--- config.mk ---
export PLATFORM = sky130hd
export DESIGN_NAME = traffic_time_display_flat
export DESIGN_NICKNAME = d
export VERILOG_FILES = /design/src/rtl/traffic_time_display_if.sv /design/src/rtl/traffic_time_display.sv /design/src/flat_wrapper.sv
export SDC_FILE = /design/constraint.sdc
export NUM_CORES = 1
export LEC_CHECK = 0
export ABC_AREA = 0
export CORE_AREA = 4 4 101 103
export DETAILED_ROUTE_END_ITERATION = 10
export DIE_AREA = 0 0 105 107
export PLACE_DENSITY_LB_ADDON = 0.25
export SLEW_MARGIN = 20
export SYNTH_ARGS = -nofsm -noshare
export SYNTH_HDL_FRONTEND = slang
export SYNTH_SLANG_ARGS = --single-unit
--- constraint.sdc ---
create_clock -name CLK -period 5.88 [get_ports CLK]
set_input_delay 0.588 -clock CLK [delete_from_list [all_inputs] [get_ports CLK]]
set_output_delay 0.588 -clock CLK [all_outputs]
set_load 0.01 [all_outputs]
--- src/rtl/traffic_time_display_if.sv ---
// rtl/traffic_time_display_if.sv - countdown inputs and segment/digit outputs of the display driver
interface traffic_time_display_if;
    logic [5:0] A_time;
    logic [5:0] B_time;
    logic [7:0] seg;
    logic [3:0] dig_sel;

    modport master (
        output A_time,
        output B_time,
        input  seg,
        input  dig_sel
    );

    modport slave (
        input  A_time,
        input  B_time,
        output seg,
        output dig_sel
    );
endinterface

--- src/rtl/traffic_time_display.sv ---
// rtl/traffic_time_display.sv - 4-digit multiplexed seven-segment driver for two road countdowns
module traffic_time_display #(
    parameter int SCAN_DIV     = 50000,
    parameter int BLINK_TH     = 3,
    parameter int BLINK_FRAMES = 32
) (
    input  logic                   CLK,
    input  logic                   RSTn,
    traffic_time_display_if.slave  disp
);
    localparam int              DW         = $clog2(SCAN_DIV);
    localparam int              FW         = (BLINK_FRAMES > 1) ? $clog2(BLINK_FRAMES) : 1;
    localparam logic [DW-1:0]   DIV_LAST   = DW'(SCAN_DIV - 1);
    localparam logic [DW-1:0]   DIV_LOAD   = DW'(1);
    localparam logic [FW-1:0]   FRAME_LAST = FW'(BLINK_FRAMES - 1);
    localparam logic [5:0]      BLINK_MAX  = 6'(BLINK_TH);

    logic [DW-1:0] div_cnt;
    logic [1:0]    slot;
    logic [FW-1:0] frame_cnt;
    logic          blink_phase;
    logic [5:0]    a_s;
    logic [5:0]    b_s;

    logic [5:0]    road_val;
    logic [3:0]    digit;
    logic          blank;
    logic [6:0]    slot_pat;
    logic [3:0]    slot_sel;

    function automatic logic [6:0] decode(input logic [3:0] d);
        case (d)
            4'd0:    decode = 7'b0111111;
            4'd1:    decode = 7'b0000110;
            4'd2:    decode = 7'b1011011;
            4'd3:    decode = 7'b1001111;
            4'd4:    decode = 7'b1100110;
            4'd5:    decode = 7'b1101101;
            4'd6:    decode = 7'b1111101;
            4'd7:    decode = 7'b0000111;
            4'd8:    decode = 7'b1111111;
            4'd9:    decode = 7'b1101111;
            default: decode = 7'b0000000;
        endcase
    endfunction

    function automatic logic [3:0] tens_of(input logic [5:0] v);
        logic [5:0] t;
        t = v / 6'd10;
        return t[3:0];
    endfunction

    function automatic logic [3:0] ones_of(input logic [5:0] v);
        logic [5:0] t;
        t = v % 6'd10;
        return t[3:0];
    endfunction

    // Odd slots carry tens digits, upper slots belong to road A.
    always_comb begin
        road_val = slot[1] ? a_s : b_s;
        digit    = slot[0] ? tens_of(road_val) : ones_of(road_val);
        blank    = (slot[0] && (digit == 4'd0)) ||
                   (blink_phase && (road_val != 6'd0) && (road_val <= BLINK_MAX));
        slot_pat = blank ? 7'd0 : decode(digit);
        case (slot)
            2'd0:    slot_sel = 4'b1110;
            2'd1:    slot_sel = 4'b1101;
            2'd2:    slot_sel = 4'b1011;
            default: slot_sel = 4'b0111;
        endcase
    end

    always_ff @(posedge CLK or negedge RSTn) begin
        if (!RSTn) begin
            div_cnt      <= '0;
            slot         <= 2'd0;
            frame_cnt    <= '0;
            blink_phase  <= 1'b0;
            a_s          <= 6'd0;
            b_s          <= 6'd0;
            disp.seg     <= 8'h00;
            disp.dig_sel <= 4'b1111;
        end else begin
            if (div_cnt == DIV_LAST) begin
                div_cnt      <= '0;
                slot         <= slot + 2'd1;
                // Guard cycle: all digits off before the next slot's pattern lands.
                disp.dig_sel <= 4'b1111;
                if (slot == 2'd3) begin
                    if (frame_cnt == FRAME_LAST) begin
                        frame_cnt   <= '0;
                        blink_phase <= ~blink_phase;
                    end else begin
                        frame_cnt <= frame_cnt + FW'(1);
                    end
                end
            end else begin
                div_cnt <= div_cnt + DW'(1);
            end

            if ((div_cnt == '0) && (slot == 2'd0)) begin
                a_s <= disp.A_time;
                b_s <= disp.B_time;
            end

            if (div_cnt == DIV_LOAD) begin
                disp.seg     <= {1'b0, slot_pat};
                disp.dig_sel <= slot_sel;
            end
        end
    end
endmodule
--- src/flat_wrapper.sv ---
// flat-port wrapper written by rule: the top's interface ports become plain ports
module traffic_time_display_flat 
#(
    parameter int SCAN_DIV     = 50000,
    parameter int BLINK_TH     = 3,
    parameter int BLINK_FRAMES = 32
)
  (CLK, RSTn, disp_A_time, disp_B_time, disp_seg, disp_dig_sel);
  traffic_time_display_if disp_i ();
  input  logic CLK;
  input  logic RSTn;
  input wire logic [$bits(disp_i.A_time)-1:0] disp_A_time;
  input wire logic [$bits(disp_i.B_time)-1:0] disp_B_time;
  output wire logic [$bits(disp_i.seg)-1:0] disp_seg;
  output wire logic [$bits(disp_i.dig_sel)-1:0] disp_dig_sel;
  assign disp_i.A_time = disp_A_time;
  assign disp_i.B_time = disp_B_time;
  assign disp_seg = disp_i.seg;
  assign disp_dig_sel = disp_i.dig_sel;
  traffic_time_display #(.SCAN_DIV(SCAN_DIV), .BLINK_TH(BLINK_TH), .BLINK_FRAMES(BLINK_FRAMES)) u_core (.CLK(CLK), .RSTn(RSTn), .disp(disp_i));
endmodule
**Word level (Yosys, flattened, before mapping)**

Memories as Yosys holds them, arrays and structs flattened.
Cells that the tools add are included.

- Bits in registers: 47
- ROM bits: 112
- Bits of input ports: 14
- Output and inout port bits: 12
- Logic and storage cells: 42
- Memories kept: 1

Memories:

| memory | depth | bits a word | rd ports | clocked after Yosys merged registers in | wr ports | RTL line | source |
|---|---|---|---|---|---|---|---|
| (no name shown) | 16 | 7 | 1 | 0 | 0 | traffic_time_display.sv:32 | `case (d)` |

- Add/subtract/negate cells: 3
- Divide/modulo/power cells: 2
- Magnitude comparators: 1
- Equal/unequal tests: 6
- Muxes and demuxes: 8
- Bitwise operators: 1
- Reductions and logical operators: 12

Operators by type and width:

| operator | count |
|---|---|
| 16-bit by 1-bit adder with 16-bit output, second input constant | 1 |
| 16-bit by 1-bit equality test with 1-bit output, second input constant | 1 |
| 16-bit equality test, second input constant | 1 |
| 16-bit logical NOT | 1 |
| 16-bit 2-to-1 mux | 1 |
| 4-bit 2-to-1 mux | 3 |
| 4-bit case mux with 3 select lines | 1 |
| 7-bit 2-to-1 mux | 1 |
| 6-bit by 4-bit divider with 6-bit output, second input constant | 1 |
| 6-bit by 2-bit less-or-equal comparator with 1-bit output, second input constant | 1 |
| 6-bit by 4-bit remainder unit with 6-bit output, second input constant | 1 |
| 6-bit 2-to-1 mux | 1 |
| 6-bit nonzero test | 1 |
| 5-bit by 1-bit adder with 5-bit output, second input constant | 1 |
| 5-bit equality test, second input constant | 1 |
| 5-bit 2-to-1 mux | 1 |
| 2-bit equality test, second input constant | 2 |
| 1-bit logical AND | 4 |
| 4-bit logical NOT | 1 |
| 3-bit AND reduction | 1 |
| 2-bit by 1-bit adder with 2-bit output, second input constant | 1 |
| 2-bit by 1-bit equality test with 1-bit output, second input constant | 1 |
| 2-bit logical NOT | 1 |
| 2-bit AND reduction | 1 |
| 3 further kinds | 3 |

**Longest topological paths before layout**

- Word-level depth: 7
- Depth in mapped cells: 18

**Worst setup path after synthesis**

OpenSTA, ideal clock, no wires.

- Kind: register to register
- Start: register u_core.slot[1]
- End: register u_core.disp.seg[0]
- Arrival time: 3.620 ns
- Required time: 5.793 ns
- Path slack: 2.174 ns
- Stages on the path, launching flop included: 18
- Period minus slack after synthesis: 3.706 ns
- Path through: dfrtp_1 buf_6 mux2_4 clkinv_4 ha_1 nor2b_1 o211ai_1 a31oi_1 or2_1 o32ai_1 a21o_1 inv_1 ha_1 and2_1 a41oi_1 o211ai_1 or3_1 o211ai_1

- Longest elaborated chain between the ends: 7
- Elaborated cells on any way between the ends: 13
- Those cells by class: 2 x div; 1 x order compare; 3 x mux; 6 x reduce/logical; 1 x memory

Ends and longest elaborated chain:

| item | RTL line | source |
|---|---|---|
| start, declared | traffic_time_display.sv:19 | `logic [1:0] slot;` |
| start signal, assigned | traffic_time_display.sv:87 | `slot <= slot + 2'd1;` |
| 6-bit 2-to-1 mux * | traffic_time_display.sv:61 | `road_val = slot[1] ? a_s : b_s;` |
| branches (longest 5 deep; another with memory 16 x 7 bit) | - |  |
| 7-bit 2-to-1 mux * | traffic_time_display.sv:65 | `slot_pat = blank ? 7'd0 : decode(digit);` |
| end signal, assigned | traffic_time_display.sv:108 | `disp.seg <= {1'b0, slot_pat};` |
| end, declared | traffic_time_display_if.sv:18 | `output seg,` |

Every way passes the cells marked *.
A chain may end at the register's enable or synchronous reset.

**Worst setup path after layout**

- Start: register u_core.slot[1]
- End: register u_core.disp.seg[1]

The elaborated chain is that of the path after synthesis.

==> impl_metrics.toml <==
[run_status]
status = "finished, final reports clean"

[setup_path]
path_class = "flop to flop"
critical_path_peak_fanout = 13
start_kind = "flop"
cp.required_ps = 6050
path_cells = "mux2_4 -> clkinv_1 -> ha_1 -> nor2b_1 -> a221o_1 -> a21oi_2 -> nor3_1 -> o21ai_0 -> a21oi_1 -> ha_1 -> and2_1 -> a41oi_1 -> o211ai_1 -> inv_1 -> a32oi_1 -> o21ai_0"
slowest_delay_ps = 690
crit_slowest_cell = "dfrtp_1"
cp-end-kind = "flop"
arrival_ps = 4750

[flow_run]
cap_violations = 0

[power]
finalPower_mw = 0.650
power.share.clock_pct = 29.2
internal_power_mw = 0.479
switchingPower_mw = 0.171
power_leakage_nw = 1.36
comb_power_share_pct = 17.5
vdd_ir_drop_max_v = 0.0000787
p_seq_share_pct = 53.3
switching_share_pct = 26.3
p_per_area_nw_per_um2 = 205

[logic_synthesis]
synth-edff-count = 0
syn_nets = 305
ys_types = 52
async_reset_ff_share_pct = 100
ys_seq_area_share_pct = 43.1
ys.warnings.count = 0
syn_inst = 275
synth.cell_area_um2 = 2740
syn_avg_cell_area_um2 = 9.96
ys_ff_latch = 47
ys.flop_type = "dfrtp_1"

[cells_and_area]
fin_util_pct = 34.5
fin_nets = 329
drive_gt1_share_pct = 14.3
area_delta_synth_final_pct = 15.8
fin_area_um2 = 3170
layout_common_cells = "dfrtp_1 (43), nand2_1 (23), clkdlybuf4s50_1 (23), nor2_1 (22), o21ai_0 (20)"
n_antenna_cell = 0
final-seq-area_um2 = 1180
nFillCells = 933
multi_input_area_um2 = 1460
final_common_cell = "dfrtp_1"

[grt]
grt_use_total_pct = 10.7
grt_util_met2_pct = 16.0
grt_pass1_vias = 1998
grt_max_degree = 32
antenna_found_initial = 0
top_usage_layer = "met2"
met3_usage_pct = 2.65
gr-total-overflow = 0
met1_usage_pct = 15.0
grt_pass1_wl_um = 9760

[cts]
cts_tree = "done"
cts_made_buffers = 5
post-cts-setup-buffers = 0
cts.clk_slew.worst_paths_ps = 90
cts_hold_buffers = 0
htree_num_levels = 2
cts-root-buf = "clkbuf_8"
clk-insertion-delay-late_ps = 300
post_cts_resized = 0
cts.sinks = 47
clockBufferDepth = 2

[routing]
vias = 2070
first_iter_violations = 102
drc = 0
avgViaCountPerCell = 5.04
ant_nets = 0
wl_per_cell_um = 13.6
dr.pass1.iters = 4
drt-total-wl_um = 5580

[floorplanning]
rows = 35
die_h_um = 107
core_um2 = 9200
die_w_um = 105
ios = 26
die_area_um2 = 11200
initial_utilization_pct = 29.8

[timing]
timing_hold_violations_final = 0
slew_violations = 0
max_slew_margin_pct = 45.6
timing.setup.tns_ps = 0
finalSetupViolCount = 0
grt_setup_unrepaired = "false"
fin_crit_sh_pct = 77.9
tightest_slew_ps = 793
max_freq_mhz = 218
layout_min_cycle_time_ps = 4580
clock_skew_ps = 10.3

[placement]
routabilityCongestion = 0.802
io_buffers = 24
place_area_um2 = 3090
dp_hpwl_um = 4220

[min_path]
hp-class = "primary input to async pin"
-- stage by stage --
step           cells  setup WS, ps  hold WS [ps]
4_1_cts          411          1320           231
2_1_floorplan    275          2170           292
3_3_place_gp     402          1590           477
5_1_grt          411           787           242
6_report         411          1300           222
3_5_place_dp     403          1350           479
-- critical path, delay by kind of cell, from the launching register on --
| kind | cells | cell delay [ps] |
|---|---|---|
| adders and majority gates | 2 | 640 |
| buffers and inverters | 2 | 350 |
| muxes | 1 | 320 |
| DFF | 1 | 690 |
| AOI/OAI and AO/OA | 8 | 1630 |
| and+or+nand+nor | 3 | 820 |
-- power groups by stage --
| stage | Combinational, mW | Clock [mW] | Sequential [mW] |
|---|---|---|---|
| finish | 0.114 | 0.189 | 0.347 |
| global route | 0.127 | 0.214 | 0.349 |
| CTS | 0.115 | 0.202 | 0.347 |
| detailed placement | 0.115 | 0 | 0.353 |
| global placement | 0.114 | 0 | 0.353 |
| floorplan | 0.0594 | 0 | 0.357 |
-- metal layers --
layer,wire length (um),vias up
li1,-,1034
met1,2840,975
met2,2340,53
met3,323,8
met4,77,0
met5,0,-
-- registers in the layout, summed over array words and instances (netlist names) --
register             cells
u_core.b_s               6
u_core.div_cnt          16
u_core.frame_cnt         5
u_core.disp.seg          7
u_core.slot              2
u_core.disp.dig_sel      4
u_core.a_s               6
u_core.blink_phase       1
-- kinds of logic (layout without fill, tap and decap cells) --
kind of cell / count (synthesis) / in the layout / share of synthesized area (%)
xor+xnor: 16 / 16 / 5.11
other cells: 1 / 1 / 0.137
buf+inv: 21 / 46 / 3.52
compound gates: 59 / 59 / 14.7
simple gates: 92 / 92 / 16.3
flops: 47 / 47 / 43.1
fa+ha+maj: 16 / 16 / 7.31
mux: 23 / 23 / 9.82
-- layout make-up --
type / instances / share of cell area [%]
repair buffers: 25 / 8.04
clock inverters: 1 / 0.158
flip-flops and latches: 47 / 37.2
multi-input cells: 207 / 46.1
clock buffers: 7 / 2.41
well taps: 111 / 4.38
inverters: 13 / 1.70
-- path summary, 6_finish.rpt --
check                                    from  slack [ps]  cells after the start                endpoint
min in group CLK           u_core.div_cnt[13]         500                      1      u_core.div_cnt[13]
setup / recovery               u_core.slot[1]        1300                     16      u_core.disp.seg[1]
max in group asynchronous                RSTn        5070                      2  u_core.disp.dig_sel[1]
hold / removal                           RSTn         220                      1      u_core.div_cnt[13]
hold reg to reg            u_core.div_cnt[13]         500                      1      u_core.div_cnt[13]
setup reg to reg               u_core.slot[1]        1300                     16      u_core.disp.seg[1]
-- Yosys cell counts (all sizes together) (2+ instances only) --
master  number  area share, %
dfrtp       43             39
nand2       23            3.2
nor2        22            3.0
o21ai       21            4.0
mux2        19            8.2
nand3       18            3.3
ha          16            7.3
a21oi       14            2.7
inv         11            1.5
xor2        10            3.2
and3         8            2.0
nor3         8            1.5
xnor2        6            1.9
clkbuf       5           0.69
o211ai       5            1.4
dfstp        4            3.8
mux2i        4            1.6
buf          3           0.87
nor4         3           0.91
a31oi        2           0.46
a32oi        2           0.64
clkinv       2           0.46
nor2b        2           0.46
o22ai        2           0.46
o41a         2           0.82
or2          2           0.55
or3          2           0.46
or4          2           0.55
Power figures use the tool's default switching activity.
